--- src/rtl/mem_arb_pkg.sv ---
// Shared definitions for the CPU/HOST single-port RAM arbiter.
package mem_arb_pkg;

    localparam int AW_DEF = 12;
    localparam int DW_DEF = 16;

    localparam int PORT_CPU  = 0;
    localparam int PORT_HOST = 1;

    localparam logic [1:0] ST_IDLE   = 2'd0;
    localparam logic [1:0] ST_ACCESS = 2'd1;
    localparam logic [1:0] ST_RWAIT  = 2'd2;

    typedef enum logic [1:0] {
        IDLE   = ST_IDLE,
        ACCESS = ST_ACCESS,
        RWAIT  = ST_RWAIT
    } state_t;

endpackage

--- src/rtl/mem_arbiter_rr_arb2.sv ---
// Two-way round-robin pick: a lone request wins, a tie goes to the port not granted last.
module rr_arb2
    import mem_arb_pkg::*;
(
    input  logic [1:0] req,
    input  logic       last_grant,
    output logic [1:0] gnt
);

    always_comb begin
        gnt = 2'b00;
        if (req[PORT_CPU] && req[PORT_HOST]) begin
            // last_grant holds the index of the previous winner
            if (last_grant) gnt[PORT_CPU] = 1'b1;
            else            gnt[PORT_HOST] = 1'b1;
        end else if (req[PORT_CPU]) begin
            gnt[PORT_CPU] = 1'b1;
        end else if (req[PORT_HOST]) begin
            gnt[PORT_HOST] = 1'b1;
        end
    end

endmodule

--- src/rtl/mem_arbiter.sv ---
// Arbitrates a single-port synchronous RAM between the processor (CPU) and a host loader (HOST).
module mem_arbiter
    import mem_arb_pkg::*;
#(
    parameter int AW     = AW_DEF,
    parameter int DW     = DW_DEF,
    parameter int RD_LAT = 1
) (
    input  logic          clk,
    input  logic          rst_n,
    input  logic          cpu_req,
    input  logic          cpu_we,
    input  logic [AW-1:0] cpu_addr,
    input  logic [DW-1:0] cpu_wdata,
    output logic          cpu_gnt,
    output logic          cpu_rvalid,
    output logic [DW-1:0] cpu_rdata,
    input  logic          host_req,
    input  logic          host_we,
    input  logic [AW-1:0] host_addr,
    input  logic [DW-1:0] host_wdata,
    input  logic          host_lock,
    output logic          host_gnt,
    output logic          host_rvalid,
    output logic [DW-1:0] host_rdata,
    output logic          ram_en,
    output logic          ram_we,
    output logic [AW-1:0] ram_addr,
    output logic [DW-1:0] ram_wdata,
    input  logic [DW-1:0] ram_rdata,
    output logic          busy
);

    localparam logic [1:0] LAT_M1 = 2'(RD_LAT - 1);

    state_t     state;
    logic       last_grant;
    logic       owner;
    logic [1:0] cnt;
    logic [1:0] req_vec;
    logic [1:0] pick;

    assign req_vec = {host_req, cpu_req && !host_lock};

    rr_arb2 u_rr_arb2 (
        .req        (req_vec),
        .last_grant (last_grant),
        .gnt        (pick)
    );

    always_ff @(posedge clk or negedge rst_n) begin
        if (!rst_n) begin
            state       <= IDLE;
            last_grant  <= 1'b1;
            owner       <= 1'b0;
            cnt         <= 2'd0;
            cpu_gnt     <= 1'b0;
            cpu_rvalid  <= 1'b0;
            cpu_rdata   <= '0;
            host_gnt    <= 1'b0;
            host_rvalid <= 1'b0;
            host_rdata  <= '0;
            ram_en      <= 1'b0;
            ram_we      <= 1'b0;
            ram_addr    <= '0;
            ram_wdata   <= '0;
            busy        <= 1'b0;
        end else begin
            cpu_gnt     <= 1'b0;
            host_gnt    <= 1'b0;
            cpu_rvalid  <= 1'b0;
            host_rvalid <= 1'b0;
            ram_en      <= 1'b0;
            ram_we      <= 1'b0;
            case (state)
                IDLE: begin
                    if (|pick) begin
                        owner      <= pick[PORT_HOST];
                        last_grant <= pick[PORT_HOST];
                        ram_en     <= 1'b1;
                        if (pick[PORT_HOST]) begin
                            ram_we    <= host_we;
                            ram_addr  <= host_addr;
                            ram_wdata <= host_wdata;
                            host_gnt  <= 1'b1;
                        end else begin
                            ram_we    <= cpu_we;
                            ram_addr  <= cpu_addr;
                            ram_wdata <= cpu_wdata;
                            cpu_gnt   <= 1'b1;
                        end
                        state <= ACCESS;
                        busy  <= 1'b1;
                    end
                end
                ACCESS: begin
                    if (ram_we) begin
                        state <= IDLE;
                        busy  <= 1'b0;
                    end else begin
                        cnt   <= LAT_M1;
                        state <= RWAIT;
                    end
                end
                RWAIT: begin
                    // Counter reaches zero in the cycle the RAM presents valid read data
                    if (cnt == 2'd0) begin
                        if (owner) begin
                            host_rdata  <= ram_rdata;
                            host_rvalid <= 1'b1;
                        end else begin
                            cpu_rdata  <= ram_rdata;
                            cpu_rvalid <= 1'b1;
                        end
                        state <= IDLE;
                        busy  <= 1'b0;
                    end else begin
                        cnt <= cnt - 2'd1;
                    end
                end
                default: begin
                    state <= IDLE;
                    busy  <= 1'b0;
                end
            endcase
        end
    end

endmodule

--- config.mk ---
export PLATFORM = sky130hd
export DESIGN_NAME = mem_arbiter
export DESIGN_NICKNAME = d
export VERILOG_FILES = /design/src/rtl/mem_arb_pkg.sv /design/src/rtl/mem_arbiter_rr_arb2.sv /design/src/rtl/mem_arbiter.sv
export SDC_FILE = /design/constraint.sdc
export NUM_CORES = 1
export LEC_CHECK = 0
export CAP_MARGIN = 15
export CORE_MARGIN = 2
export CORE_UTILIZATION = 40
export CTS_BUF_LIST = sky130_fd_sc_hd__clkbuf_4 sky130_fd_sc_hd__clkbuf_8
export DETAILED_ROUTE_END_ITERATION = 12
export PLACE_DENSITY = 0.81
export SYNTH_ARGS = -nofsm -noshare
export SYNTH_HDL_FRONTEND = slang
export SYNTH_SLANG_ARGS = --single-unit
--- constraint.sdc ---
create_clock -name clk -period 1.8 [get_ports clk]
set_input_delay 0.45 -clock clk [delete_from_list [all_inputs] [get_ports clk]]
set_output_delay 0.45 -clock clk [all_outputs]
set_load 0.02 [all_outputs]
==> results.txt <==
The flow ran to the end, and the final reports show no timing, DRC or antenna violations. The worst max-slew margin expressed relative to the limit is 0.752. The clock latency reported for the late side of the worst-skew pair is 0.34 ns. The number of H-tree branching levels came out at 3.

The launch point of the worst hold path is host_rdata[9]$_DFFE_PN0P_. STA classifies the critical path endpoint as a primary output. The slack of the worst reg-to-reg path is roughly 0.070 ns. In this run, distinct cell masters in the synthesized netlist total 35. The cell leakage power came out at ~2.4 nW. The final net count came out at 510. The final routed wire length divided by cell count is about 18 um. The peak clock frequency supported by timing is between 0.5 and 0.6 GHz. Synthesis handed over a netlist of 283 instances. The max-slew violation count came out at 0. The remaining global-route overflow came out at 0. The flop and latch count out of synthesis is between 70 and 80.

The region available for standard cell placement spans between 8000 and 9000 um^2. The standard-cell row count is 33. For the worst setup path, the data arrival time is 1.32 ns. From synthesis to final layout, the design area changed by 57.4%. In this run the critical register-to-register path is captured at cpu_rdata[4]$_DFFE_PN0P_. The switching share of total power came out at 0.366.

The die is between 90 and 100 um wide. The measured slew at the worst slew-check pin came out at approximately 0.37 ns. Dividing the detail-routed via count by the number of cells gives 5.54. The power after layout is a little over 0.009 W.

The count of unresolved DRC violations after routing is 0. The worst supply voltage drop on vdd came out at between 1 and 1.5 mV. The pin count of the biggest net entering global routing came out at 41. The max-capacitance violation count is 0. The number of diodes came out at 0. Counting both buffers and inverters, the worst setup path holds a total of 1. The initial cell density of the core is 0.418. The first global-routing pass estimated 15700 um of wire. STA classifies the critical path startpoint as a flip-flop.

The worst hold path terminates at host_rdata[9]$_DFFE_PN0P_. The cell area power density is between 1500 and 2000 nW/um^2. The clock skew came out at between 0.007 and 0.008 ns.

Setup violations remaining at the end of the flow were counted as 0. The share of power burned in combinational logic came out at 0.520. After synthesis the cells add up to between 3000 and 4000 um^2. The required time at the worst-slack endpoint came out at 1.35 ns. The number of hold violations in the final report is 0. The count of warnings emitted by yosys came out at 0. The tightest hold margin is 0.503 ns. The clock tree from TritonCTS is yes. The initial antenna violation count is 0. The count of clock tree sinks came out at 73. The cell sitting at the root of the clock tree is a sky130_fd_sc_hd__clkbuf_8. The die is between 90 and 100 um tall. At the end of routability-driven placement, the weighted congestion stood at 0.811. Of the total power, the clock network draws 0.160. The quantity of I/O buffers inserted on ports is roughly 150. The cell with the largest stage delay on the worst path is sky130_fd_sc_hd__clkdlybuf4s50_1.

The count of nets left with antenna violations after detail routing is 0. The startpoint of the most critical register-to-register path is cnt[0]$_DFFE_PN0P_. The critical path goes through clkdlybuf4s50_1. Dividing the synthesized area by the synthesized cell count gives ~12 um^2. Counting cells, the worst reg-to-reg path comes to 7.

The stage delay of the slowest cell on the critical path came out at 0.61 ns. The synthesized netlist net count came out at 363. The placed wire-length estimate after detailed placement came out at 6880 um. The number of DRC markers in iteration 0 is 91. The clock-pin slew on the worst setup and hold paths is about 0.08 ns.

The layout cell share with drive strength beyond 1 is 0.202. The via total after detailed routing is ~3k. The net load switching power is 0.00338 W. The number of global-route vias before repair came out at a little over 3k. The maximum fanout along the worst path came out at 2. Before antenna repair, the detailed router went through 4 iterations.

The tightest min-delay check is of the reg2reg type. The final critical-path required period is roughly 1.8 ns. The all-layer global routing usage came out at 0.206. On the critical path the largest part of the delay comes from buffers and inverters. The kind of critical path is reg2out. The number of CTS-inserted buffers is 9.

For this run, the register share of the synthesized area comes to 0.527. The largest buffer count on any clock path is 2. The die covers around 9400 um^2. The final worst-path cycle share is 0.981. The sequential power share is 0.320. The top-level I/O count is 146. The internal power consumption is between 0.005 and 0.006 W.

The routed design has 9770 um of wire. Counting instances, the worst hold path has a depth of 1.
-- flip-flops by register name (all words and copies together) (netlist names), 2 cells and up --
| signal | flops |
|---|---|
| cpu_rdata | 16 |
| ram_wdata | 16 |
| state | 2 |
| cnt | 2 |
| host_rdata | 16 |
| ram_addr | 12 |
-- synthesized netlist by cell type --
master,number,area (um^2)
sky130_fd_sc_hd__o2bb2ai_1,2,17.5
sky130_fd_sc_hd__a211oi_1,2,15.0
sky130_fd_sc_hd__a2bb2oi_2,10,150
sky130_fd_sc_hd__buf_2,3,15.0
sky130_fd_sc_hd__mux2_2,32,360
sky130_fd_sc_hd__nand3_1,1,5.00
sky130_fd_sc_hd__a221oi_1,28,245
sky130_fd_sc_hd__nand4b_2,1,15.0
sky130_fd_sc_hd__and2_1,28,175
sky130_fd_sc_hd__a21oi_1,2,10.0
sky130_fd_sc_hd__o21ai_0,31,155
sky130_fd_sc_hd__inv_1,7,26.3
sky130_fd_sc_hd__or2_1,1,6.26
sky130_fd_sc_hd__a21o_1,1,7.51
sky130_fd_sc_hd__dfrtp_1,72,1800
sky130_fd_sc_hd__nor3b_1,1,7.51
sky130_fd_sc_hd__nor3_1,1,5.00
sky130_fd_sc_hd__nor4b_1,1,8.76
sky130_fd_sc_hd__nor2_1,4,15.0
sky130_fd_sc_hd__buf_12,1,20.0
sky130_fd_sc_hd__buf_4,1,7.51
sky130_fd_sc_hd__o21ai_1,1,5.00
sky130_fd_sc_hd__a2bb2oi_1,18,158
sky130_fd_sc_hd__dfstp_2,1,26.3
sky130_fd_sc_hd__buf_6,4,45.0
sky130_fd_sc_hd__a21o_4,1,15.0
sky130_fd_sc_hd__nand2_1,1,3.75
sky130_fd_sc_hd__ha_1,1,12.5
sky130_fd_sc_hd__nor4b_4,1,23.8
sky130_fd_sc_hd__nand2b_1,1,6.26
sky130_fd_sc_hd__or4b_2,1,10.0
sky130_fd_sc_hd__nand3b_1,1,7.51
sky130_fd_sc_hd__clkbuf_1,20,75.1
sky130_fd_sc_hd__and3b_1,1,8.76
sky130_fd_sc_hd__clkinv_2,1,5.00
-- worst max-delay path by stage --
stage | start | cells after the start | to | slack (ns)
2_1_floorplan | cnt[1]$_DFFE_PN0P_ | 6 | cpu_rdata[0]$_DFFE_PN0P_ | 0.02
3_3_place_gp | host_lock | 5 | ram_wdata[11]$_DFFE_PN0P_ | -0.03
3_5_place_dp | host_lock | 5 | ram_addr[6]$_DFFE_PN0P_ | -0.15
4_1_cts | cpu_rdata[14]$_DFFE_PN0P_ | 1 | cpu_rdata[14] | 0.008
5_1_grt | cnt[0]$_DFFE_PN0P_ | 7 | cpu_rdata[3]$_DFFE_PN0P_ | -0.002
6_report | ram_addr[4]$_DFFE_PN0P_ | 1 | ram_addr[4] | 0.03
-- cell type report --
type | count | area [um^2]
clock buffer | 12 | 159
fill | 674 | 2840
inverter | 8 | 31.3
multi-input combinational | 173 | 1470
tap | 105 | 131
clock inverter | 4 | 75.1
timing repair buffer | 165 | 1770
sequential | 73 | 1830
-- worst register-to-register path, stage by stage, from the launching register on --
cell                        delay (ns)
sky130_fd_sc_hd__dfrtp_1          0.41
sky130_fd_sc_hd__inv_2            0.09
sky130_fd_sc_hd__ha_4             0.16
sky130_fd_sc_hd__inv_2            0.05
sky130_fd_sc_hd__nor4b_4          0.25
sky130_fd_sc_hd__buf_6            0.17
sky130_fd_sc_hd__clkbuf_16        0.16
sky130_fd_sc_hd__mux2_2           0.32
-- metal layers --
layer / wire [um] / vias to the layer above / track usage / part of all wire
met4: 321 / 0 / 0.0878 / 0.033
met1: 3890 / 1500 / 0.241 / 0.40
met2: 5090 / 111 / 0.359 / 0.52
met5: 0 / - / 0 / 0
li1: - / 1354 / - / -
met3: 467 / 24 / 0.0518 / 0.048
-- logic make-up (layout without fill, tap and decap cells) --
group,count (synthesis),after routing,synth area share
compound gates,96,96,0.224
flops,73,73,0.527
simple gates,44,44,0.0858
buf+inv,37,189,0.0559
mux,32,32,0.104
fa+ha+maj,1,1,0.00360
-- layout by cell type, fill, tap and decap left out, drive strengths merged, types with 4 or more instances in the layout --
cell type	netlist	routed
clkdlybuf4s50	0	106
dfrtp	72	72
mux2	32	32
o21ai	32	32
and2	28	28
a221oi	28	28
a2bb2oi	28	28
dlymetal6s2s	0	20
dlygate4sd2	0	18
buf	9	18
clkbuf	20	14
inv	7	7
nor2	4	4
-- metrics by stage --
stage	setup TNS, ns	area, um^2	worst slack, ns	instances	utilization
4_1_cts	0	5340	0.00848	536	0.644
2_1_floorplan	0	3480	0.0158	283	-
3_5_place_dp	-1.86	5110	-0.146	519	0.616
5_1_grt	-0.00223	5460	-0.00181	540	0.658
6_report	0	5460	0.0341	540	0.658
3_3_place_gp	-0.439	5110	-0.0323	519	0.616
-- power groups by stage --
stage | Combinational (W) | Clock (W) | Sequential [W]
floorplan | 0.00191 | 0 | 0.00379
global placement | 0.00481 | 0 | 0.00295
detailed placement | 0.00492 | 0 | 0.00299
CTS | 0.00480 | 0.00152 | 0.00297
global route | 0.00508 | 0.00159 | 0.00306
finish | 0.00480 | 0.00148 | 0.00295
-- what timing repair did --
action	4_1_cts	5_1_grt
pin swaps	0	2
endpoints found under the setup margin	23	31
setup buffers	0	2
resized for setup	19	23
hold buffers	1	0
cloned	0	2
endpoints found under the hold margin	19	0
Power figures use the tool's default switching activity.
